### config.mk
export PLATFORM = sky130hd
export DESIGN_NAME = pq_dispatcher
export DESIGN_NICKNAME = d
export VERILOG_FILES = /design/src/rtl/pq_dispatcher.sv
export SDC_FILE = /design/constraint.sdc
export NUM_CORES = 1
export LEC_CHECK = 0
export CORE_ASPECT_RATIO = 0.7
export CORE_UTILIZATION = 51
export DETAILED_ROUTE_END_ITERATION = 10
export PLACE_DENSITY = 0.84
export SYNTH_ARGS = -nofsm -noshare
export SYNTH_HDL_FRONTEND = slang
export SYNTH_SLANG_ARGS = --single-unit
### constraint.sdc
create_clock -name clk_i -period 6.2 [get_ports clk_i]
set_input_delay 1.86 -clock clk_i [delete_from_list [all_inputs] [get_ports clk_i]]
set_output_delay 1.86 -clock clk_i [all_outputs]
set_load 0.005 [all_outputs]
### src/rtl/pq_dispatcher.sv
// pq_dispatcher: consumer side of the AnTiQ priority queue.
// Pops the head cell once its deadline is reached and hands it downstream over valid/ready.
module pq_dispatcher #(
  parameter int TIME_WIDTH  = 16,
  parameter int LATE_THRESH = 45,
  parameter int LCNT_WIDTH  = 16
) (
  input  logic                  clk_i,
  input  logic                  rst_ni,
  input  logic                  enable_i,
  input  logic                  tick_i,
  input  logic                  time_load_i,
  input  logic [TIME_WIDTH-1:0] time_val_i,
  input  logic                  head_valid_i,
  input  logic [TIME_WIDTH-1:0] head_data_i,
  input  logic [TIME_WIDTH-1:0] head_id_i,
  output logic                  pop_o,
  output logic                  out_valid_o,
  input  logic                  out_ready_i,
  output logic [TIME_WIDTH-1:0] out_id_o,
  output logic [TIME_WIDTH-1:0] out_time_o,
  output logic                  out_late_o,
  output logic [TIME_WIDTH-1:0] now_o,
  output logic [LCNT_WIDTH-1:0] late_cnt_o,
  output logic                  busy_o
);

  typedef enum logic {IDLE = 1'b0, SETTLE = 1'b1} state_t;

  localparam logic [TIME_WIDTH-1:0] LP_THRESH = TIME_WIDTH'(LATE_THRESH);

  state_t                r_state;
  logic [TIME_WIDTH-1:0] r_now;
  logic [TIME_WIDTH-1:0] r_out_id;
  logic [TIME_WIDTH-1:0] r_out_time;
  logic                  r_out_late;
  logic                  r_out_valid;
  logic                  r_pop;
  logic [LCNT_WIDTH-1:0] r_late_cnt;

  logic [TIME_WIDTH-1:0] w_diff;
  logic                  w_due;
  logic                  w_late;
  logic                  w_slot_free;
  logic                  w_accept;
  logic                  w_fire;

  // Modular lateness: a clear MSB means the deadline lies in the past half range.
  assign w_diff      = r_now - head_data_i;
  assign w_due       = head_valid_i && !w_diff[TIME_WIDTH-1];
  assign w_late      = w_diff > LP_THRESH;
  assign w_accept    = r_out_valid && out_ready_i;
  assign w_slot_free = !r_out_valid || out_ready_i;
  assign w_fire      = enable_i && w_due && w_slot_free;

  always_ff @(posedge clk_i or negedge rst_ni) begin
    if (!rst_ni) begin
      r_now <= '0;
    end else if (time_load_i) begin
      r_now <= time_val_i;
    end else if (tick_i) begin
      r_now <= r_now + TIME_WIDTH'(1);
    end
  end

  // SETTLE blocks re-evaluation while the queue is still removing the popped head.
  always_ff @(posedge clk_i or negedge rst_ni) begin
    if (!rst_ni) begin
      r_state     <= IDLE;
      r_pop       <= 1'b0;
      r_out_valid <= 1'b0;
      r_out_id    <= '0;
      r_out_time  <= '0;
      r_out_late  <= 1'b0;
      r_late_cnt  <= '0;
    end else begin
      case (r_state)
        IDLE: begin
          if (w_fire) begin
            r_out_id    <= head_id_i;
            r_out_time  <= head_data_i;
            r_out_late  <= w_late;
            r_out_valid <= 1'b1;
            r_pop       <= 1'b1;
            r_state     <= SETTLE;
            if (w_late && (r_late_cnt != '1)) begin
              r_late_cnt <= r_late_cnt + LCNT_WIDTH'(1);
            end
          end else begin
            r_pop <= 1'b0;
            if (w_accept) begin
              r_out_valid <= 1'b0;
            end
          end
        end
        SETTLE: begin
          r_pop   <= 1'b0;
          r_state <= IDLE;
          if (w_accept) begin
            r_out_valid <= 1'b0;
          end
        end
        default: begin
          r_pop   <= 1'b0;
          r_state <= IDLE;
        end
      endcase
    end
  end

  assign pop_o       = r_pop;
  assign out_valid_o = r_out_valid;
  assign out_id_o    = r_out_id;
  assign out_time_o  = r_out_time;
  assign out_late_o  = r_out_late;
  assign now_o       = r_now;
  assign late_cnt_o  = r_late_cnt;
  assign busy_o      = (r_state == SETTLE);

endmodule

# --- Word level (Yosys, flattened, before mapping) ---
# Index checks and enable logic that the tools add are counted.
totals:
  in_bits: 55
  mem_bits_ro: 0
  ff_bits: 67
  n_memories: 0
  mem_bits_rw: 0
  latchBits: 0
  wordCells: 31
  output_inout_bits: 68
op_classes:
  muxes: 7
  shift: 0
  reduce_logical: 11
  n_lt_le_gt_ge: 1
  n_eq_ne: 1
  multipliers: 0
  add_sub_neg: 3
  bitwise: 1
  n_div: 0
op_table:
  columns: ["op", "count"]
  rows:
  - ["$add 16x1->16 const B", 2]
  - ["$mux 16", 2]
  - ["$gt 16x6->1 const B", 1]
  - ["$ne 16x16->1 const B", 1]
  - ["$sub 16x16->16", 1]
  - ["$logic_and 1x1->1", 5]
  - ["$pmux 1 s2", 2]
  - ["$mux 1", 3]
  - ["$reduce_and 3->1", 1]
  - ["$logic_not 1->1", 2]
  - ["$reduce_and 2->1", 1]
  - ["$reduce_bool 2->1", 1]
  - ["$logic_or 1x1->1", 1]
  - ["$not 1->1", 1]

# --- Longest topological paths before layout ---
logic_depth:
  word_depth: 7
  depth_mapped: 12
  ltp_nobuf: 11

# --- Worst setup path after synthesis ---
# Ideal clock, no wire load.
synth_timing:
  kind: "input-to-reg"
  start: "input head_data_i[6]"
  end: "register r_late_cnt[1], in the netlist late_cnt_o[1]"
  n_path_buf: 0
  path_slack_ps: 1969
  stages: 10
  arrival_time_ps: 4106
  required_ps: 6075
  path_cell_list: "inv_1 -> ha_1 -> a211oi_2 -> o21bai_1 -> or3_1 -> o21ai_0 -> mux2_2 -> nor3_4 -> nor2_2 -> mux2_4"
synth_via:
  elab_chain_len: 6
synth_rtl:
  columns: ["element", "line", "rtl"]
  rows:
  - ["start: declaration", "15", "input logic [TIME_WIDTH-1:0] head_data_i,"]
  - ["$sub 16x16->16 *", "49", "assign w_diff = r_now - head_data_i;"]
  - ["parallel branches: the longest is 4 deep, another holds $gt 16x6->1", null, null]
  - ["$reduce_and 3->1 (no source line) *", null, null]
  - ["end signal: assignment", "87", "r_late_cnt <= r_late_cnt + LCNT_WIDTH'(1);"]
  - ["end: declaration", "39", "logic [LCNT_WIDTH-1:0] r_late_cnt;"]
# Mark *: on every way between the ends.
# A chain may end at the register's enable or synchronous reset.

# --- Worst setup path after layout ---
layout_timing:
  start: "input head_data_i[12]"
  end: "register r_late_cnt[8], in the netlist late_cnt_o[8]"
# Same word-level chain as after synthesis.

==> flow_metrics.env <==
export IMPL_status="completed"
export IMPL_wl_per_cell_um=16.7
export IMPL_fmax_mhz=207
export IMPL_vias=3269
export IMPL_synth_seq_cells=67
export IMPL_die_w_um=106
export IMPL_grt_pass1_wl_mm=15.6
export IMPL_path_class="in2reg"
export IMPL_drt_iter0_drc=160
export IMPL_met3_usage=0.0649
export IMPL_place_inst=580
export IMPL_worst_pin_slew_ps=908
export IMPL_crit_required_ps=6440
export IMPL_period_needed_ps=4840
export IMPL_io_pins=123
export IMPL_drive_gt1_frac=0.157
export IMPL_cts_tree="yes"
export IMPL_slew_headroom=0.392
export IMPL_met2_usage=0.418
export IMPL_crit_fanout=10
export IMPL_routed_wl_mm=9.94
export IMPL_slew_violations=0
export IMPL_nets=566
export IMPL_instances_no_fill=596
export IMPL_htree_levels=3
export IMPL_synth_nets=441
export IMPL_hp_class="reg2reg"
export IMPL_setup_tns_ps=0
export IMPL_clock_tree_buffer_depth=2
export IMPL_cp_arrival_ps=5080
export IMPL_setup_worst_path_end_class="register"
export IMPL_ys_warn_count=0
export IMPL_post_cts_buffers=0
export IMPL_hold_violations=0
export IMPL_start_kind="input pin"
export IMPL_synth_distinct_cells=54
export IMPL_p_per_area_nw_per_um2=325
export IMPL_core_area_um2=7320
export IMPL_synth_area_um2=3880
export IMPL_synth_top_area_cell="dfrtp_1"
export IMPL_clk_pin_slew_ps=80
export IMPL_period_share=0.781
export IMPL_port_buffers=122
export IMPL_p_leak_nw=2.36
export IMPL_ant_nets=0
export IMPL_fin_area_um2=5410
export IMPL_final_cell_mix="clkdlybuf4s50_1, dfrtp_1, nand2_1, mux2_2, xor2_1"
export IMPL_synthArstFlopShare=1.00
export IMPL_rsz0062_at_grt="no"
export IMPL_firstDrtPassIters=7
export IMPL_antenna_found_initial=0
export IMPL_ys_seq_area_frac=0.432
export IMPL_clock_skew_ps=12.2
export IMPL_diodes=0
export IMPL_routed_via_density=5.48
export IMPL_synth_edf_count=0
export IMPL_peakVddDrop_uv=215
export IMPL_use_met1=0.345
export IMPL_start_util=0.530
export IMPL_maxCapViolCount=0
export IMPL_clock_latency_ps=350
export IMPL_row_count=26
export IMPL_yosys_top_cells_area="dfrtp_1, mux2_2, xor2_1"
export IMPL_setup_viol=0
export IMPL_die_h_um=75
export IMPL_place_gp_congestion=0.928
export IMPL_syn2layout_area_growth_pct=39.3
export IMPL_grt_max_degree=68
export IMPL_final_common_cell="clkdlybuf4s50_1"
export IMPL_gr_total_overflow=0
export IMPL_ys_flop_type="dfrtp_1"
export IMPL_dieArea_um2=7970
export IMPL_cts_resized=0
export IMPL_grt_pass1_vias=3177
export IMPL_cts_root_buffer="clkbuf_8"
export IMPL_hpwl_mm=7.37
export IMPL_synth_avg_cell_area_um2=10.6
export IMPL_synth_top_cell_area_share=0.432
export IMPL_synth_cells=368
export IMPL_busiest_layer="met2"
export IMPL_cts_sinks=67
export IMPL_placed_area_um2=5170
export IMPL_grt_usage=0.258
export IMPL_drc=0
export IMPL_hold_buffers=0
export IMPL_cts_buffers=9
cells by family after synthesis:
logic type / count (synthesis) / share of synthesized area
flip-flops: 67 / 0.432
multiplexers: 36 / 0.105
AO/OA/AOI/OAI: 63 / 0.110
buffers and inverters: 33 / 0.0400
adder cells (fa/ha/maj): 18 / 0.0599
AND/OR/NAND/NOR: 118 / 0.180
XOR/XNOR: 33 / 0.0744
area by class of cell:
cell class | count | area (um^2)
Fill cell | 557 | 1910
Sequential cell | 67 | 1680
Tap cell | 98 | 123
Inverter | 21 | 78.8
Multi-Input combinational cell | 268 | 2050
Clock buffer | 11 | 151
Timing Repair Buffer | 126 | 1250
Clock inverter | 5 | 83.8
critical path, stage by stage:
cell	delay, ps
clkdlybuf4s50_1	490
inv_1	90
ha_1	410
nor3b_1	200
a222oi_1	340
o211ai_1	160
a2111oi_2	290
o2111ai_1	220
nor3_4	390
buf_4	270
and4bb_1	210
xor2_1	140
final timing paths:
| kind | end | start | slack (ps) | cells after the start |
|---|---|---|---|---|
| max reg2reg | late_cnt_o[8]$_DFFE_PN0P_ | now_o[0]$_DFFE_PN0P_ | 2830 | 12 |
| min reg2reg | late_cnt_o[9]$_DFFE_PN0P_ | late_cnt_o[9]$_DFFE_PN0P_ | 490 | 1 |
| min in group asynchronous | late_cnt_o[4]$_DFFE_PN0P_ | rst_ni | 1690 | 2 |
| max | late_cnt_o[8]$_DFFE_PN0P_ | head_data_i[12] | 1360 | 12 |
| max in group asynchronous | now_o[4]$_DFFE_PN0P_ | rst_ni | 3940 | 2 |
| min | late_cnt_o[9]$_DFFE_PN0P_ | late_cnt_o[9]$_DFFE_PN0P_ | 490 | 1 |
per-stage QoR:
step           hold WS, ps  total power, mW   util  setup WS, ps
3_3_place_gp           473             1.31  0.707          1090
3_5_place_dp           481             1.34  0.707          1010
4_1_cts                493             1.77  0.739          1370
5_1_grt                505             1.85  0.739          1130
2_1_floorplan          477            0.950      -          1970
6_report               487             1.76  0.739          1360
Yosys cell counts (2+ instances only):
| master | n |
|---|---|
| clkbuf_1 | 4 |
| and3_1 | 11 |
| nor3_2 | 8 |
| or3_1 | 3 |
| ha_1 | 17 |
| mux2i_1 | 2 |
| o2111ai_1 | 2 |
| nor3_1 | 2 |
| a21oi_1 | 11 |
| nand3b_1 | 2 |
| a21o_1 | 5 |
| buf_2 | 4 |
| nor2_1 | 8 |
| nor3b_1 | 6 |
| nand2_1 | 39 |
| nor3b_2 | 2 |
| inv_1 | 21 |
| buf_6 | 3 |
| o21ai_0 | 26 |
| o21a_1 | 3 |
| nand3_1 | 8 |
| or2_2 | 2 |
| mux2_2 | 33 |
| nand4_1 | 7 |
| nand2b_1 | 2 |
| nor2b_1 | 3 |
| dfrtp_1 | 67 |
| a31o_2 | 2 |
| xnor2_1 | 6 |
| nor4_1 | 7 |
| o211ai_1 | 2 |
| xor2_1 | 27 |
| nor4_2 | 2 |
per-layer routing:
metal	wire length [um]	share of wire
met2	4620	0.46
met4	145	0.015
met3	667	0.067
met5	0	0
met1	4510	0.45
state kept, by name, summed over array words and instances (netlist names):
| signal | count |
|---|---|
| out_valid_o | 1 |
| now_o | 16 |
| out_id_o | 16 |
| pop_o | 1 |
| out_time_o | 16 |
| out_late_o | 1 |
| late_cnt_o | 16 |
where the power goes:
group          internal, mW  total, mW  switching [mW]  leakage (nW)
clock network         0.250      0.429           0.179         0.112
registers             0.571      0.665          0.0940         0.824
logic                 0.425      0.665           0.239          1.43
Power figures use the tool's default switching activity.
